`src/rtl/dm_arbiter_if.sv`:
```
// Bus bundle shared by dm_arbiter, its two requesters (CPU MEM stage, loader)
// and the single-port data BRAM.
interface dm_arbiter_if #(
  parameter int DM_AW = 12
) ();

  logic              c_req;
  logic              c_we;
  logic [31:0]       c_addr;
  logic [3:0]        c_be;
  logic [31:0]       c_wdata;
  logic              c_gnt;
  logic              c_ack;
  logic              c_err;
  logic [31:0]       c_rdata;

  logic              l_req;
  logic              l_we;
  logic [31:0]       l_addr;
  logic [3:0]        l_be;
  logic [31:0]       l_wdata;
  logic              l_gnt;
  logic              l_ack;
  logic              l_err;
  logic [31:0]       l_rdata;

  logic              dm_en;
  logic [3:0]        dm_wea;
  logic [DM_AW-1:0]  dm_addr;
  logic [31:0]       dm_din;
  logic [31:0]       dm_dout;

  modport slave (
    input  c_req, c_we, c_addr, c_be, c_wdata,
    input  l_req, l_we, l_addr, l_be, l_wdata,
    input  dm_dout,
    output c_gnt, c_ack, c_err, c_rdata,
    output l_gnt, l_ack, l_err, l_rdata,
    output dm_en, dm_wea, dm_addr, dm_din
  );

  modport master (
    output c_req, c_we, c_addr, c_be, c_wdata,
    output l_req, l_we, l_addr, l_be, l_wdata,
    output dm_dout,
    input  c_gnt, c_ack, c_err, c_rdata,
    input  l_gnt, l_ack, l_err, l_rdata,
    input  dm_en, dm_wea, dm_addr, dm_din
  );

endinterface

```
`src/rtl/dm_arbiter.sv`:
```
// CPU/loader arbiter for the single-port data BRAM: one grant per cycle, ack one cycle later.
// Build option DM_ARB_RR_EN selects round-robin instead of CPU priority with starvation/burst limits.
module dm_arbiter #(
  parameter int DM_AW      = 12,
  parameter int STARVE_LIM = 4,
  parameter int MAX_BURST  = 8
) (
  input  logic        clk,
  input  logic        rstn,
  dm_arbiter_if.slave bus
);

  localparam int WAIT_W  = $clog2(STARVE_LIM + 1);
  localparam int BURST_W = $clog2(MAX_BURST + 1);
  localparam logic [WAIT_W-1:0]  WAIT_MAX  = WAIT_W'(STARVE_LIM);
  localparam logic [BURST_W-1:0] BURST_MAX = BURST_W'(MAX_BURST);

  typedef enum logic {
    OWN_C = 1'b0,
    OWN_L = 1'b1
  } owner_t;

  function automatic logic [WAIT_W-1:0] wait_sat_inc(input logic [WAIT_W-1:0] v);
    return (v == WAIT_MAX) ? v : v + 1'b1;
  endfunction

  function automatic logic [BURST_W-1:0] burst_sat_inc(input logic [BURST_W-1:0] v);
    return (v == BURST_MAX) ? v : v + 1'b1;
  endfunction

  logic [WAIT_W-1:0]  wait_cnt;
  logic [BURST_W-1:0] burst_cnt;
  owner_t             last_owner;

  logic        c_win_p0;
  logic        l_win_p0;
  logic        gnt_p0;
  logic        sel_we_p0;
  logic [31:0] sel_addr_p0;
  logic [3:0]  sel_be_p0;
  logic [31:0] sel_wdata_p0;
  logic        oor_p0;
  logic        acc_p0;

  logic        c_ack_p1;
  logic        l_ack_p1;
  logic        err_p1;
  logic        we_p1;

  logic        unused_bits;

  // p0: owner select for this cycle
  always_comb begin
    c_win_p0 = 1'b0;
    l_win_p0 = 1'b0;
    if (bus.c_req && bus.l_req) begin
`ifdef DM_ARB_RR_EN
      if (last_owner == OWN_C) l_win_p0 = 1'b1;
      else                     c_win_p0 = 1'b1;
`else
      // burst cap beats starvation so the CPU can never be locked out
      if (burst_cnt == BURST_MAX)     c_win_p0 = 1'b1;
      else if (wait_cnt == WAIT_MAX)  l_win_p0 = 1'b1;
      else                            c_win_p0 = 1'b1;
`endif
    end else if (bus.c_req) begin
      c_win_p0 = 1'b1;
    end else if (bus.l_req) begin
      l_win_p0 = 1'b1;
    end
  end

  always_comb begin
    gnt_p0       = c_win_p0 | l_win_p0;
    sel_we_p0    = l_win_p0 ? bus.l_we    : bus.c_we;
    sel_addr_p0  = l_win_p0 ? bus.l_addr  : bus.c_addr;
    sel_be_p0    = l_win_p0 ? bus.l_be    : bus.c_be;
    sel_wdata_p0 = l_win_p0 ? bus.l_wdata : bus.c_wdata;
    oor_p0       = |sel_addr_p0[31:DM_AW+2];
    acc_p0       = gnt_p0 && !oor_p0;
  end

  assign bus.c_gnt   = c_win_p0;
  assign bus.l_gnt   = l_win_p0;
  assign bus.dm_en   = acc_p0;
  assign bus.dm_wea  = (acc_p0 && sel_we_p0) ? sel_be_p0 : 4'b0000;
  assign bus.dm_addr = gnt_p0 ? sel_addr_p0[DM_AW+1:2] : '0;
  assign bus.dm_din  = gnt_p0 ? sel_wdata_p0 : 32'd0;

  // Fairness state: starvation / burst counters and last owner
  always_ff @(posedge clk or negedge rstn) begin
    if (!rstn) begin
      wait_cnt   <= '0;
      burst_cnt  <= '0;
      last_owner <= OWN_L;
    end else begin
`ifdef DM_ARB_RR_EN
      wait_cnt  <= '0;
      burst_cnt <= '0;
`else
      if (l_win_p0)        wait_cnt <= '0;
      else if (bus.l_req)  wait_cnt <= wait_sat_inc(wait_cnt);

      if (c_win_p0 || !bus.c_req) burst_cnt <= '0;
      else if (l_win_p0)          burst_cnt <= burst_sat_inc(burst_cnt);
`endif
      if (gnt_p0) last_owner <= l_win_p0 ? OWN_L : OWN_C;
    end
  end

  // p1: return stage, ack/err one cycle after grant
  always_ff @(posedge clk or negedge rstn) begin
    if (!rstn) begin
      c_ack_p1 <= 1'b0;
      l_ack_p1 <= 1'b0;
      err_p1   <= 1'b0;
    end else begin
      c_ack_p1 <= c_win_p0;
      l_ack_p1 <= l_win_p0;
      err_p1   <= gnt_p0 && oor_p0;
    end
  end

  always_ff @(posedge clk) begin
    we_p1 <= sel_we_p0;
  end

  assign bus.c_ack   = c_ack_p1;
  assign bus.l_ack   = l_ack_p1;
  assign bus.c_err   = c_ack_p1 && err_p1;
  assign bus.l_err   = l_ack_p1 && err_p1;
  assign bus.c_rdata = (c_ack_p1 && !err_p1 && !we_p1) ? bus.dm_dout : 32'd0;
  assign bus.l_rdata = (l_ack_p1 && !err_p1 && !we_p1) ? bus.dm_dout : 32'd0;

  // Byte offset is ignored (lanes come from be); counters/owner idle in one of the modes
  assign unused_bits = ^{sel_addr_p0[1:0], last_owner, wait_cnt, burst_cnt};

endmodule
```
`src/flat_wrapper.sv`:
```
// flat-port wrapper written by rule: the top's interface ports become plain ports
module dm_arbiter_flat 
#(
  parameter int DM_AW      = 12,
  parameter int STARVE_LIM = 4,
  parameter int MAX_BURST  = 8
)
  (clk, rstn, bus_c_req, bus_c_we, bus_c_addr, bus_c_be, bus_c_wdata, bus_l_req, bus_l_we, bus_l_addr, bus_l_be, bus_l_wdata, bus_dm_dout, bus_c_gnt, bus_c_ack, bus_c_err, bus_c_rdata, bus_l_gnt, bus_l_ack, bus_l_err, bus_l_rdata, bus_dm_en, bus_dm_wea, bus_dm_addr, bus_dm_din);
  dm_arbiter_if #(.DM_AW(DM_AW)) bus_i ();
  input  logic clk;
  input  logic rstn;
  input wire logic [$bits(bus_i.c_req)-1:0] bus_c_req;
  input wire logic [$bits(bus_i.c_we)-1:0] bus_c_we;
  input wire logic [$bits(bus_i.c_addr)-1:0] bus_c_addr;
  input wire logic [$bits(bus_i.c_be)-1:0] bus_c_be;
  input wire logic [$bits(bus_i.c_wdata)-1:0] bus_c_wdata;
  input wire logic [$bits(bus_i.l_req)-1:0] bus_l_req;
  input wire logic [$bits(bus_i.l_we)-1:0] bus_l_we;
  input wire logic [$bits(bus_i.l_addr)-1:0] bus_l_addr;
  input wire logic [$bits(bus_i.l_be)-1:0] bus_l_be;
  input wire logic [$bits(bus_i.l_wdata)-1:0] bus_l_wdata;
  input wire logic [$bits(bus_i.dm_dout)-1:0] bus_dm_dout;
  output wire logic [$bits(bus_i.c_gnt)-1:0] bus_c_gnt;
  output wire logic [$bits(bus_i.c_ack)-1:0] bus_c_ack;
  output wire logic [$bits(bus_i.c_err)-1:0] bus_c_err;
  output wire logic [$bits(bus_i.c_rdata)-1:0] bus_c_rdata;
  output wire logic [$bits(bus_i.l_gnt)-1:0] bus_l_gnt;
  output wire logic [$bits(bus_i.l_ack)-1:0] bus_l_ack;
  output wire logic [$bits(bus_i.l_err)-1:0] bus_l_err;
  output wire logic [$bits(bus_i.l_rdata)-1:0] bus_l_rdata;
  output wire logic [$bits(bus_i.dm_en)-1:0] bus_dm_en;
  output wire logic [$bits(bus_i.dm_wea)-1:0] bus_dm_wea;
  output wire logic [$bits(bus_i.dm_addr)-1:0] bus_dm_addr;
  output wire logic [$bits(bus_i.dm_din)-1:0] bus_dm_din;
  assign bus_i.c_req = bus_c_req;
  assign bus_i.c_we = bus_c_we;
  assign bus_i.c_addr = bus_c_addr;
  assign bus_i.c_be = bus_c_be;
  assign bus_i.c_wdata = bus_c_wdata;
  assign bus_i.l_req = bus_l_req;
  assign bus_i.l_we = bus_l_we;
  assign bus_i.l_addr = bus_l_addr;
  assign bus_i.l_be = bus_l_be;
  assign bus_i.l_wdata = bus_l_wdata;
  assign bus_i.dm_dout = bus_dm_dout;
  assign bus_c_gnt = bus_i.c_gnt;
  assign bus_c_ack = bus_i.c_ack;
  assign bus_c_err = bus_i.c_err;
  assign bus_c_rdata = bus_i.c_rdata;
  assign bus_l_gnt = bus_i.l_gnt;
  assign bus_l_ack = bus_i.l_ack;
  assign bus_l_err = bus_i.l_err;
  assign bus_l_rdata = bus_i.l_rdata;
  assign bus_dm_en = bus_i.dm_en;
  assign bus_dm_wea = bus_i.dm_wea;
  assign bus_dm_addr = bus_i.dm_addr;
  assign bus_dm_din = bus_i.dm_din;
  dm_arbiter #(.DM_AW(DM_AW), .STARVE_LIM(STARVE_LIM), .MAX_BURST(MAX_BURST)) u_core (.clk(clk), .rstn(rstn), .bus(bus_i));
endmodule
```
`config.mk`:
```
export PLATFORM = sky130hd
export DESIGN_NAME = dm_arbiter_flat
export DESIGN_NICKNAME = d
export VERILOG_FILES = /design/src/rtl/dm_arbiter_if.sv /design/src/rtl/dm_arbiter.sv /design/src/flat_wrapper.sv
export SDC_FILE = /design/constraint.sdc
export NUM_CORES = 1
export LEC_CHECK = 0
export ABC_AREA = 1
export CORE_AREA = 2 2 113 115
export DETAILED_ROUTE_END_ITERATION = 12
export DIE_AREA = 0 0 115 117
export DONT_BUFFER_PORTS = 1
export PLACE_DENSITY = 0.35
export SETUP_SLACK_MARGIN = 0.1
export SYNTH_ARGS = -nofsm -noshare
export SYNTH_HDL_FRONTEND = slang
export SYNTH_SLANG_ARGS = --single-unit
```
`constraint.sdc`:
```
create_clock -name clk -period 1.95 [get_ports clk]
set_clock_uncertainty 0.05 [all_clocks]
set_input_delay 0.2925 -clock clk [delete_from_list [all_inputs] [get_ports clk]]
set_output_delay 0.2925 -clock clk [all_outputs]
set_load 0.03 [all_outputs]
```
### Yosys cells after proc, flatten, opt, wreduce, memory -nomap -nowiden

Cells that the tools add are included.
W data, S select, Z words.

* register bits: 11
* latch bits: 0
* memory bits (writable): 0
* ROM bits: 0
* input port bits: 174
* output and inout bits: 119
* word-level logic and storage cells: 57
* memories: 0

* add/subtract/negate cells: 2
* multiply operators: 0
* divide/modulo/power cells: 0
* magnitude comparators: 0
* eq/ne operators: 4
* shift operators: 0
* multiplexer cells: 24
* bitwise logic cells: 1
* reduce and logical (&&, ||, !) cells: 20

Operators by type and width (count)
* $mux W32: 5
* $mux W4: 5
* $reduce_or A18 Y1: 1
* $mux W12: 1
* $logic_and A1 B1 Y1: 10
* $mux W1: 10
* $mux W3: 3
* $add A4 B1 Y4 const B: 1
* $eq A4 B4 Y1 const B: 1
* $logic_not A1 Y1: 4
* $reduce_and A2 Y1: 2
* $reduce_bool A2 Y1: 2
* $add A3 B1 Y3 const B: 1
* $eq A3 B3 Y1 const B: 1
* $ne A2 B1 Y1 const B: 1
* $ne A2 B2 Y1 const B: 1
* $logic_or A1 B1 Y1: 1
* $or A1 B1 Y1: 1

### Depth between registers and ports, before layout

* depth after elaboration: 10
* mapped depth: 12
* mapped depth without buffers: 11

### Least setup slack after synthesis

No wires, ideal clock.

* path kind: reg-to-output
* start: register u_core.wait_cnt[0]
* end: output port bus_dm_wea[0]
* arrival: 1.899 ns
* data required time: 1.607 ns
* setup slack: -0.291 ns
* cell stages (with the launch flop): 13
* buffers on the path: 1
* cells stage by stage: dfrtp_1 -> inv_1 -> ha_1 -> nand2_1 -> inv_2 -> nand2_4 -> nand2_4 -> nand2_4 -> buf_8 -> nand2_2 -> nand2_1 -> inv_1 -> nor3_1

* cells in the longest elaborated chain, start to end: 10
* elaborated cells between the ends (all ways): 16
* classes of those cells: eq/ne (1); mux (10); bitwise (1); reduce/logical (4)

RTL lines
* start: declaration: line dm_arbiter.sv:31 `logic [WAIT_W-1:0] wait_cnt;`
* start signal: assignment: line dm_arbiter.sv:102 `else if (bus.l_req) wait_cnt <= wait_sat_inc(wait_cnt);`
* $eq A3 B3 Y1 *: line dm_arbiter.sv:63 `else if (wait_cnt == WAIT_MAX) l_win_p0 = 1'b1;`
* $mux W1: line dm_arbiter.sv:63
* $mux W1: line dm_arbiter.sv:62 `if (burst_cnt == BURST_MAX) c_win_p0 = 1'b1;`
* $mux W1: line dm_arbiter.sv:56 `if (bus.c_req && bus.l_req) begin`
* $mux W32: line dm_arbiter.sv:76 `sel_addr_p0 = l_win_p0 ? bus.l_addr : bus.c_addr;`
* $reduce_or A18 Y1: line dm_arbiter.sv:79 `oor_p0 = |sel_addr_p0[31:DM_AW+2];`
* $logic_not A1 Y1: line dm_arbiter.sv:80 `acc_p0 = gnt_p0 && !oor_p0;`
* $logic_and A1 B1 Y1: line dm_arbiter.sv:80
* $logic_and A1 B1 Y1: line dm_arbiter.sv:86 `assign bus.dm_wea = (acc_p0 && sel_we_p0) ? sel_be_p0 : 4'b0000;`
* $mux W4 *: line dm_arbiter.sv:86
* end: declaration: line flat_wrapper.sv:32 `output wire logic [$bits(bus_i.dm_wea)-1:0] bus_dm_wea;`

Every way passes the cells marked *; elsewhere a longest branch is shown, timed or not.

### Worst setup path after layout

* start: register u_core.wait_cnt[1]
* end: output port bus_dm_din[11]

* cells in the longest elaborated chain, start to end: 6
* elaborated cells between the ends (all ways): 10
* classes of those cells: eq/ne (1); mux (8); bitwise (1)

RTL lines
* $eq A3 B3 Y1 *: line dm_arbiter.sv:63
* $mux W1: line dm_arbiter.sv:63
* $mux W1: line dm_arbiter.sv:62
* $mux W1: line dm_arbiter.sv:56
* $mux W32 or $or A1 B1 Y1 (tied branches): line dm_arbiter.sv:78, dm_arbiter.sv:74
* $mux W32 *: line dm_arbiter.sv:88 `assign bus.dm_din = gnt_p0 ? sel_wdata_p0 : 32'd0;`
* end: declaration: line flat_wrapper.sv:34 `output wire logic [$bits(bus_i.dm_din)-1:0] bus_dm_din;`

Marked as above.

==> results.json <==
{
  "coreArea_um2": 12300,
  "violations": "negative setup slack",
  "yosysWarnings": 0,
  "synthToLayoutAreaGrowth_pct": 87.0,
  "hpwl_um": 7000,
  "status": "finished, violations left",
  "avgViaCountPerCell": 4.25,
  "report.power.total_w": 0.00162,
  "drv_slew": 0,
  "p_per_area_nw_per_um2": 435,
  "cts_buffers": 3,
  "cp.arrival_ns": 1.83,
  "switching_share_pct": 45.3,
  "hold_class": "in -> reg",
  "finalSetupTns_ns": -8.40,
  "dieArea_um2": 13500,
  "drive_above_1_share_pct": 45.5,
  "yosysSeqAreaShare_pct": 13.5,
  "max-vdd-ir-drop_v": 0.000160,
  "rows": 41,
  "path_class": "reg -> out",
  "cp_slowest_cell": "dfrtp_1",
  "p_int_w": 0.000889,
  "period_needed_ns": 2.17,
  "clk_transition_reported_paths_ns": 0.04,
  "setup_viol": 50,
  "path_delay_family": "buffers and inverters",
  "share_seq_of_total_power_pct": 16.1,
  "ios": 293,
  "grt_max_degree": 45,
  "relSlewSlack_pct": 67.5,
  "crit_path_start_kind": "flop",
  "postLayoutSetupSlackWorst_ns": -0.222,
  "place_congestion": 0.742,
  "max_slew.worst_pin.slew_ns": 0.485,
  "layout_common_cells": "nor2_1, nand2_1, buf_4",
  "cts_sinks": 11,
  "cp_cell_sequence": "inv_2 > ha_4 > nand2_4 > inv_4 > nand2_4 > a21oi_4 > buf_6 > buf_6 > clkbuf_16 > o21ai_1 > inv_2",
  "synth_cell_types": 30,
  "drc": 0,
  "die_height_um": 117,
  "antenna_found_initial": 0,
  "wl_per_cell_um": 14.9,
  "num_vias": 2748,
  "ctsLongestPathBuffers": 2,
  "maxCapViolCount": 0,
  "initial_core_util_pct": 16.2,
  "cts_tree": "yes",
  "synth_nets": 576,
  "rsz0062_at_grt": "yes",
  "period_share_pct": 111,
  "path_buf_inv": 6,
  "syn_inst": 398,
  "grt_pass1_vias": 2370,
  "cp-end-kind": "primary output",
  "fin_nets": 676,
  "layout_commonest_cell": "nor2_1",
  "max_freq_mhz": 461,
  "die_width_um": 115,
  "worst_ep_required_time_ns": 1.61,
  "holdWs_ns": 0.214,
  "io_buffers": 0,
  "netlist_area_um2": 2000,
  "drt_wl_total_um": 9620,
  "postRouteAntennaNets": 0,
  "root_buffer": "clkbuf_16",
  "ys_ff_latch": 11,
  "grt_pass1_wl_um": 12000,
  "netSwitchingPower_w": 0.000735,
  "grt_usage_pct": 11.6,
  "grt-ovfl-total": 0,
  "drtIter0Drc": 48,
  "power.clock.fraction_pct": 22.9,
  "crit_fanout": 5,
  "diodes": 0,
  "slowest_delay_ns": 0.39,
  "hold_viol_final": 0,
  "cts_max_level": 1,
  "combPwrFrac_pct": 61.1,
  "insertion_delay_ns": 0.24,
  "drt-pass1-iter-count": 4,
  "synth.avg_cell_area_um2": 5.02,
  "leakagePower_nw": 2.07
}
-- sequential cells by signal, indices dropped and copies added (netlist names) --
register,flops
u_core.burst_cnt,4
u_core.bus.c_ack,1
u_core.bus.l_ack,1
u_core.err_p1,1
u_core.wait_cnt,3
u_core.we_p1,1
-- power by group through the flow --
stage / Sequential, W / Clock (W) / Combinational [W]
CTS: 0.000258 / 0.000383 / 0.000880
global route: 0.000262 / 0.000398 / 0.00106
finish: 0.000261 / 0.000372 / 0.000992
floorplan: 0.000265 / 0 / 0.000592
detailed placement: 0.000261 / 0 / 0.000745
global placement: 0.000260 / 0 / 0.000740
-- synthesized netlist by cell type (all sizes together) --
cell    count  area, µm²
nand2     107        434
inv        91        342
nor2       89        334
o21ai      40        204
nand3      15       80.1
clkbuf     11       61.3
dfrtp      10        250
buf         9       72.6
a21oi       7       46.3
a22o        4       35.0
ha          4       50.1
nor3        4       25.0
xnor2       2       17.5
and2        1       6.26
clkinv      1       5.00
dfxtp       1       20.0
or2         1       6.26
xor2        1       8.76
-- metrics by stage --
step           cell area [µm²]  cells  util [%]  setup slack [ns]
5_1_grt                   3740    647      30.3            -0.305
3_3_place_gp              2900    613      23.6            0.0305
2_1_floorplan             2130    398         -            0.0871
3_5_place_dp              2900    613      23.6         -0.000760
4_1_cts                   3310    633      26.8            -0.229
6_report                  3740    647      30.3            -0.222
-- what timing repair did --
item / in CTS / in global routing
pin swaps: 11 / 6
cloned: 4 / 7
resized for setup: 92 / 57
buffers inserted: 11 / 7
hold buffers: 1 / 0
endpoints found under the setup margin: 53 / 60
hold endpoints to repair: 10 / 0
-- layout make-up --
type	count	area, µm²
sequential	11	270
tap	150	188
multi-input combinational	275	1620
clock inverter	1	5.00
inverter	92	362
clock buffer	3	75.1
timing repair buffer	115	1220
fill	1351	8580
-- worst paths after layout --
kind,startpoint,endpoint,cells past startpoint,slack (ns)
setup / recovery,u_core.wait_cnt[1],bus_dm_din[11],11,-0.22
hold / removal,bus_c_req,u_core.burst_cnt[1],2,0.21
setup reg to reg,u_core.wait_cnt[1],u_core.burst_cnt[3],11,0.23
hold reg to reg,u_core.burst_cnt[0],u_core.burst_cnt[0],2,0.51
max in group asynchronous,rstn,u_core.wait_cnt[2],1,1.12
min in group asynchronous,rstn,u_core.burst_cnt[0],1,0.41
-- worst register-to-register path, stage by stage (launching register included) --
cell and delay [ns]:
dfrtp_1 0.39, inv_2 0.08, ha_4 0.13, nand2_4 0.05, inv_4 0.06, nand2_4 0.07
o21ai_4 0.19, buf_6 0.18, buf_6 0.12, buf_4 0.11, nand2_1 0.10, nor2_1 0.11
-- routing by layer --
| layer | track usage, % | wire length [µm] | vias to the layer above |
|---|---|---|---|
| met5 | 0 | 0 | - |
| met4 | 2.73 | 95 | 0 |
| met3 | 1.34 | 646 | 6 |
| met2 | 24.7 | 5600 | 174 |
| met1 | 11.7 | 3280 | 1203 |
| li1 | - | - | 1365 |
-- logic make-up after synthesis --
| group | count (synthesis) | synth area share, % |
|---|---|---|
| adders and majority gates | 4 | 2.50 |
| DFF | 11 | 13.5 |
| and+or+nand+nor | 217 | 44.3 |
| xor gates and xnor gates | 3 | 1.32 |
| AOI/OAI and AO/OA | 51 | 14.3 |
| buffers and inverters | 112 | 24.0 |
(Power assumes the default switching activity.)
